### config.mk
export PLATFORM = sky130hd
export DESIGN_NAME = store_unit
export DESIGN_NICKNAME = d
export VERILOG_FILES = /design/src/rtl/store_unit_pkg.sv /design/src/rtl/store_lane_align.sv /design/src/rtl/store_unit.sv
export SDC_FILE = /design/constraint.sdc
export NUM_CORES = 1
export LEC_CHECK = 0
export ABC_AREA = 0
export CORE_MARGIN = 3
export CORE_UTILIZATION = 46
export DETAILED_ROUTE_END_ITERATION = 8
export HOLD_SLACK_MARGIN = 0.06
export PLACE_DENSITY = 0.82
export SYNTH_ARGS = -nofsm -noshare
export SYNTH_HDL_FRONTEND = slang
export SYNTH_SLANG_ARGS = --single-unit
### constraint.sdc
create_clock -name clk -period 8 [get_ports clk]
set_clock_uncertainty 0.1 [all_clocks]
set_input_delay 2 -clock clk [delete_from_list [all_inputs] [get_ports clk]]
set_output_delay 2 -clock clk [all_outputs]
set_load 0.01 [all_outputs]
### src/rtl/store_unit_pkg.sv
// Shared definitions for the store path: bus width, RAM base, store size and FSM encodings.
package store_unit_pkg;

  localparam int BUS_64 = 64;
  localparam logic [BUS_64-1:0] PC_START = 64'h8000_0000;
  localparam logic [BUS_64-1:0] RAM_BASE = PC_START;
  localparam logic [BUS_64-1:0] RAM_BYTES = 64'h0800_0000;

  typedef enum logic [1:0] {
    SZ_SB = 2'd0,
    SZ_SH = 2'd1,
    SZ_SW = 2'd2,
    SZ_SD = 2'd3
  } st_size_e;

  typedef enum logic [1:0] {
    ST_IDLE = 2'd0,
    ST_WR0  = 2'd1,
    ST_WR1  = 2'd2,
    ST_ERR  = 2'd3
  } st_state_e;

  // Each set byte-lane bit becomes eight set mask bits.
  function automatic logic [BUS_64-1:0] expand_bmask(input logic [7:0] bmask);
    logic [BUS_64-1:0] m;
    for (int i = 0; i < 8; i++) begin
      m[i*8 +: 8] = {8{bmask[i]}};
    end
    return m;
  endfunction

endpackage

### src/rtl/store_lane_align.sv
// Combinational lane alignment: turns (offset, size, data) into low/high word data and bit masks.
module store_lane_align
  import store_unit_pkg::*;
(
  input  logic [2:0]        off_i,
  input  logic [1:0]        size_i,
  input  logic [BUS_64-1:0] data_i,
  output logic              crosses_o,
  output logic [BUS_64-1:0] lo_wdata_o,
  output logic [BUS_64-1:0] lo_wmask_o,
  output logic [BUS_64-1:0] hi_wdata_o,
  output logic [BUS_64-1:0] hi_wmask_o
);

  logic [3:0]          nbytes;
  logic [15:0]         bmask16;
  logic [BUS_64-1:0]   data_trim;
  logic [2*BUS_64-1:0] data128;

  always_comb begin
    nbytes    = 4'd1;
    data_trim = '0;
    case (st_size_e'(size_i))
      SZ_SB: begin nbytes = 4'd1; data_trim = {56'b0, data_i[7:0]};  end
      SZ_SH: begin nbytes = 4'd2; data_trim = {48'b0, data_i[15:0]}; end
      SZ_SW: begin nbytes = 4'd4; data_trim = {32'b0, data_i[31:0]}; end
      SZ_SD: begin nbytes = 4'd8; data_trim = data_i;                end
      default: begin nbytes = 4'd1; data_trim = {56'b0, data_i[7:0]}; end
    endcase
    bmask16 = ((16'd1 << nbytes) - 16'd1) << off_i;
    data128 = {64'b0, data_trim} << {off_i, 3'b000};
  end

  assign crosses_o  = |bmask16[15:8];
  assign lo_wdata_o = data128[63:0];
  assign hi_wdata_o = data128[127:64];
  assign lo_wmask_o = expand_bmask(bmask16[7:0]);
  assign hi_wmask_o = expand_bmask(bmask16[15:8]);

endmodule

### src/rtl/store_unit.sv
// RV64 store unit driving the RAMHelper write port; one request at a time, registered outputs.
// Boundary-crossing stores are split into two writes when STORE_MISALIGN_SPLIT_EN is defined, else rejected.
module store_unit
  import store_unit_pkg::*;
#(
  parameter logic [BUS_64-1:0] BASE_ADDR = RAM_BASE,
  parameter logic [BUS_64-1:0] MEM_BYTES = RAM_BYTES
) (
  input  logic              clk,
  input  logic              rst,
  input  logic              req_valid,
  output logic              req_ready,
  input  logic [BUS_64-1:0] req_addr,
  input  logic [1:0]        req_size,
  input  logic [BUS_64-1:0] req_data,
  output logic              done,
  output logic              err,
  output logic              ram_wen,
  output logic [BUS_64-1:0] ram_widx,
  output logic [BUS_64-1:0] ram_wdata,
  output logic [BUS_64-1:0] ram_wmask
);

  st_state_e         state_q, state_d;
  logic              ready_q, ready_d;
  logic              done_q, done_d;
  logic              err_q, err_d;
  logic              wen_q, wen_d;
  logic [BUS_64-1:0] widx_q, widx_d;
  logic [BUS_64-1:0] wdata_q, wdata_d;
  logic [BUS_64-1:0] wmask_q, wmask_d;

  logic              crosses;
  logic [BUS_64-1:0] lo_wdata, lo_wmask, hi_wdata, hi_wmask;
  logic [3:0]        nbytes;
  logic              range_err;
  logic [BUS_64-1:0] acc_idx;

  store_lane_align u_align (
    .off_i      (req_addr[2:0]),
    .size_i     (req_size),
    .data_i     (req_data),
    .crosses_o  (crosses),
    .lo_wdata_o (lo_wdata),
    .lo_wmask_o (lo_wmask),
    .hi_wdata_o (hi_wdata),
    .hi_wmask_o (hi_wmask)
  );

  // 65-bit compare so addresses near the top of the space cannot wrap into range.
  assign nbytes    = 4'd1 << req_size;
  assign range_err = (req_addr < BASE_ADDR) ||
                     (({1'b0, req_addr} + 65'(nbytes)) > ({1'b0, BASE_ADDR} + {1'b0, MEM_BYTES}));
  assign acc_idx   = (req_addr - BASE_ADDR) >> 3;

`ifdef STORE_MISALIGN_SPLIT_EN
  logic              split_q, split_d;
  logic [BUS_64-1:0] hi_wdata_q, hi_wdata_d;
  logic [BUS_64-1:0] hi_wmask_q, hi_wmask_d;
  logic              reject;
  assign reject = range_err;
`else
  logic reject;
  logic unused_hi;
  assign reject    = range_err || crosses;
  assign unused_hi = ^{hi_wdata, hi_wmask};
`endif

  always_ff @(posedge clk) begin
    if (rst) begin
      state_q <= ST_IDLE;
      ready_q <= 1'b1;
      done_q  <= 1'b0;
      err_q   <= 1'b0;
      wen_q   <= 1'b0;
      widx_q  <= '0;
      wdata_q <= '0;
      wmask_q <= '0;
`ifdef STORE_MISALIGN_SPLIT_EN
      split_q    <= 1'b0;
      hi_wdata_q <= '0;
      hi_wmask_q <= '0;
`endif
    end else begin
      state_q <= state_d;
      ready_q <= ready_d;
      done_q  <= done_d;
      err_q   <= err_d;
      wen_q   <= wen_d;
      widx_q  <= widx_d;
      wdata_q <= wdata_d;
      wmask_q <= wmask_d;
`ifdef STORE_MISALIGN_SPLIT_EN
      split_q    <= split_d;
      hi_wdata_q <= hi_wdata_d;
      hi_wmask_q <= hi_wmask_d;
`endif
    end
  end

  // Outputs are registered, so each transition loads the values seen during the target state.
  always_comb begin
    state_d = state_q;
    ready_d = 1'b0;
    done_d  = 1'b0;
    err_d   = 1'b0;
    wen_d   = 1'b0;
    widx_d  = widx_q;
    wdata_d = wdata_q;
    wmask_d = '0;
`ifdef STORE_MISALIGN_SPLIT_EN
    split_d    = split_q;
    hi_wdata_d = hi_wdata_q;
    hi_wmask_d = hi_wmask_q;
`endif
    case (state_q)
      ST_IDLE: begin
        ready_d = 1'b1;
        if (req_valid && ready_q) begin
          ready_d = 1'b0;
          if (reject) begin
            state_d = ST_ERR;
            done_d  = 1'b1;
            err_d   = 1'b1;
          end else begin
            state_d = ST_WR0;
            wen_d   = 1'b1;
            widx_d  = acc_idx;
            wdata_d = lo_wdata;
            wmask_d = lo_wmask;
            done_d  = !crosses;
`ifdef STORE_MISALIGN_SPLIT_EN
            split_d    = crosses;
            hi_wdata_d = hi_wdata;
            hi_wmask_d = hi_wmask;
`endif
          end
        end
      end
      ST_WR0: begin
`ifdef STORE_MISALIGN_SPLIT_EN
        if (split_q) begin
          state_d = ST_WR1;
          wen_d   = 1'b1;
          widx_d  = widx_q + 64'd1;
          wdata_d = hi_wdata_q;
          wmask_d = hi_wmask_q;
          done_d  = 1'b1;
        end else begin
          state_d = ST_IDLE;
          ready_d = 1'b1;
        end
`else
        state_d = ST_IDLE;
        ready_d = 1'b1;
`endif
      end
`ifdef STORE_MISALIGN_SPLIT_EN
      ST_WR1: begin
        state_d = ST_IDLE;
        ready_d = 1'b1;
      end
`endif
      ST_ERR: begin
        state_d = ST_IDLE;
        ready_d = 1'b1;
      end
      default: begin
        state_d = ST_IDLE;
        ready_d = 1'b1;
      end
    endcase
  end

  assign req_ready = ready_q;
  assign done      = done_q;
  assign err       = err_q;
  assign ram_wen   = wen_q;
  assign ram_widx  = widx_q;
  assign ram_wdata = wdata_q;
  assign ram_wmask = wmask_q;

endmodule

==> run_results.csv <==
group,metric,value,unit
global_route,use_met1,0.427,
layout,fin_util,0.652,
routing,vias_per_cell,6.12,
clock_network,cts.sinks,139,
critical_path,crit_slowest_cell,"or3_2",
power_and_ir_drop,power.total,0.00186,W
floorplanning,die_h,147,µm
synth,synth.avg_cell_area,7.40,µm²
critical_path,cp_num_buf_inv,3,
floorplanning,core,19500,µm²
routing,remaining_drc_errors,0,
critical_path,regToRegSetupSlack,5.58,ns
status,outcome,"completed",
global_route,overflow,0,
clock_network,cts_root_buf,"clkbuf_16",
power_and_ir_drop,p_leak,4.30,nW
power_and_ir_drop,ir_drop,0.129,mV
sta,setup_viol,0,
sta,rsz0062_at_grt,"false",
synth,syn_inst,1242,
sta,hold_viol_final,0,
critical_path,crit_path_start_kind,"input pin",
global_route,grt_pass1_wl,53.9,mm
global_route,grt_pass1_vias,9642,
floorplanning,io_pins,329,
critical_path,critPathTopFamily,"compound AO/OA/AOI/OAI gates",
sta,slew_headroom,0.278,
floorplanning,dieArea,21700,µm²
clock_network,cts_buffers,17,
clock_network,ctsResizeCount,0,
clock_network,path_clk_slew,0.06,ns
routing,routedWlPerCell,20.2,µm
worst_hold_path,hold_path_class,"reg2reg",
synth,synth_top_cell_by_area,"dfxtp_1",
critical_path,worstSetupPathType,"in2reg",
global_route,grt_use_met3,0.0487,
sta,fmax,147,MHz
synth,synthTopCellsByArea,"dfxtp_1 (30%), a21oi_1 (7.5%), o21ai_0 (6.0%)",
clock_network,clock_latency,0.42,ns
sta,worst_slew_pin_slew,1.08,ns
critical_path,crit_path_end_kind,"register",
sta,tns,0,ns
global_route,grtUsageTotal,0.305,
critical_path,crit_chain,"clkdlybuf4s50_1, or2_2, inv_1, ha_1, fa_1, a211oi_2, nor4_2, a211o_1, a32o_1, a2111oi_0, a31oi_1, or3_2, buf_4, or3_1, a21oi_1",
global_route,antenna_found_initial,1,
sta,fin_crit,6.81,ns
synth,synth_most_common_cell,"dfxtp_1",
clock_network,cts_hold_buf,0,
synth,ys_ff_latch,139,
power_and_ir_drop,p_per_area,146,nW/µm²
layout,areaGrowthSynthToFinish,38.5,%
routing,vias,10500,
critical_path,critPathArrivalTime,7.05,ns
layout,final_area,12700,µm²
synth,yosysSeqAreaShare,0.303,
clock_network,cts_tree,"built",
placement,dpl_cell_area,12100,µm²
global_route,use_met2,0.484,
layout,fin_nets,1584,
placement,io_buffers,325,
routing,drt_wl_total,34.7,mm
synth,netlist_top_cells_count,"dfxtp_1 (139), a21oi_1 (138), o21ai_0 (110)",
placement,gp_congestion,0.984,
critical_path,cp_max_fo,47,
synth,synth_top_area_share,0.303,
global_route,grt_max_degree,92,
layout,stdcell_count,1723,
synth,ys_warn_count,0,
synth,ys_types,77,
floorplanning,initial_core_util,0.471,
floorplanning,num_rows,51,
layout,layout-drive-gt1-share,0.0734,
routing,drtPass1Iterations,5,
routing,ant_nets,0,
sta,drv_slew,0,
synth,synth_ff_type,"dfxtp_1",
sta,fin_crit_sh,0.851,
synth,synth_edf_count,0,
placement,dp_cells,1690,
clock_network,clockBufferDepth,2,
placement,hpwlAfterDp,25.4,mm
critical_path,required,8.24,ns
clock_network,htreeDepth,4,
global_route,busiest_layer,"met2",
synth,async_flop_share,0,
routing,initialDrtViolationCount,1185,
run,cap_violations,0,
clock_network,cts_setup_buffers,0,
critical_path,critPathMaxStageDelay,0.85,ns
synth,synth_area,9200,µm²
floorplanning,die_w,147,µm
kinds of logic after synthesis:
family / count (synthesis) / synth area share
flops: 139 / 0.303
xor+xnor: 21 / 0.0200
mux: 45 / 0.0524
simple gates: 450 / 0.266
fa+ha+maj: 7 / 0.0103
buf+inv: 198 / 0.106
other cells: 1 / 0.000408
compound gates: 381 / 0.242
placed cells by master, fill, tap and decap left out, types with 8 or more instances in the layout:
master           netlist  layout
nor2_1                81      81
a221oi_1              18      18
clkbuf_16              0      17
a21oi_1              138     138
or4_1                 34      34
o21ai_1               28      28
a22oi_1                8       8
mux2_2                25      25
or3_1                 13      12
dfxtp_1              139     139
nand3_1               79      79
nor3_1                22      21
o21ai_0              110     110
buf_4                 59      20
nor4_1                22      22
clkdlybuf4s50_1        0     321
inv_1                 33      33
o211ai_1              20      20
a31oi_1               14      14
xnor2_1               15      15
mux2i_1               20      20
nand4_1               32      32
and3_1                32      32
nand2_1               85      85
layout make-up:
| cell class | count | area [µm²] |
|---|---|---|
| fillers | 1760 | 6790 |
| multi-input cells | 907 | 5460 |
| repair buffers | 345 | 3380 |
| flip-flops and latches | 139 | 2780 |
| clock buffers | 18 | 439 |
| well taps | 265 | 332 |
| clock inverters | 14 | 208 |
| inverters | 34 | 128 |
| diodes | 1 | 2.50 |
state kept, by name, indices dropped and copies added (netlist names):
register,count
err,1
done,1
ram_wmask,8
ram_wen,1
req_ready,1
ram_widx,61
state_q,2
ram_wdata,64
report_power, final:
part / total [W] / switching (W) / internal, W
clock network: 0.000875 / 0.000337 / 0.000538
registers: 0.000694 / 0.000000691 / 0.000694
logic: 0.000294 / 0.000172 / 0.000122
path summary, 6_finish.rpt:
path	from	end	depth (start not counted)
setup reg to reg	req_ready	ram_widx[29]	6
setup / recovery	req_size[1]	ram_widx[29]	15
hold reg to reg	ram_wdata[45]	ram_wdata[45]	2
hold / removal	ram_wdata[45]	ram_wdata[45]	2
metal layers:
| metal | routed length (µm) | share of wire | vias up |
|---|---|---|---|
| li1 | - | - | 4934 |
| met1 | 14700 | 0.42 | 4933 |
| met2 | 15900 | 0.46 | 610 |
| met3 | 3090 | 0.089 | 72 |
| met4 | 992 | 0.029 | 0 |
| met5 | 0 | 0 | - |
per-stage QoR:
| step | hold WS (ns) | setup slack (ns) |
|---|---|---|
| after floorplan | 0.373 | 1.77 |
| after global placement | 0.336 | 0.984 |
| after detailed placement | 0.341 | 0.853 |
| after CTS | 0.350 | 1.25 |
| after global routing | 0.372 | 0.924 |
| final | 0.349 | 1.19 |
tightest hold or removal path, delay by kind of cell, from the launching register on:
family           cells  cell delay [ns]
AO/OA/AOI/OAI        1             0.05
flip-flops           1             0.31
AND/OR/NAND/NOR      1             0.05
Power figures use the tool's default switching activity.
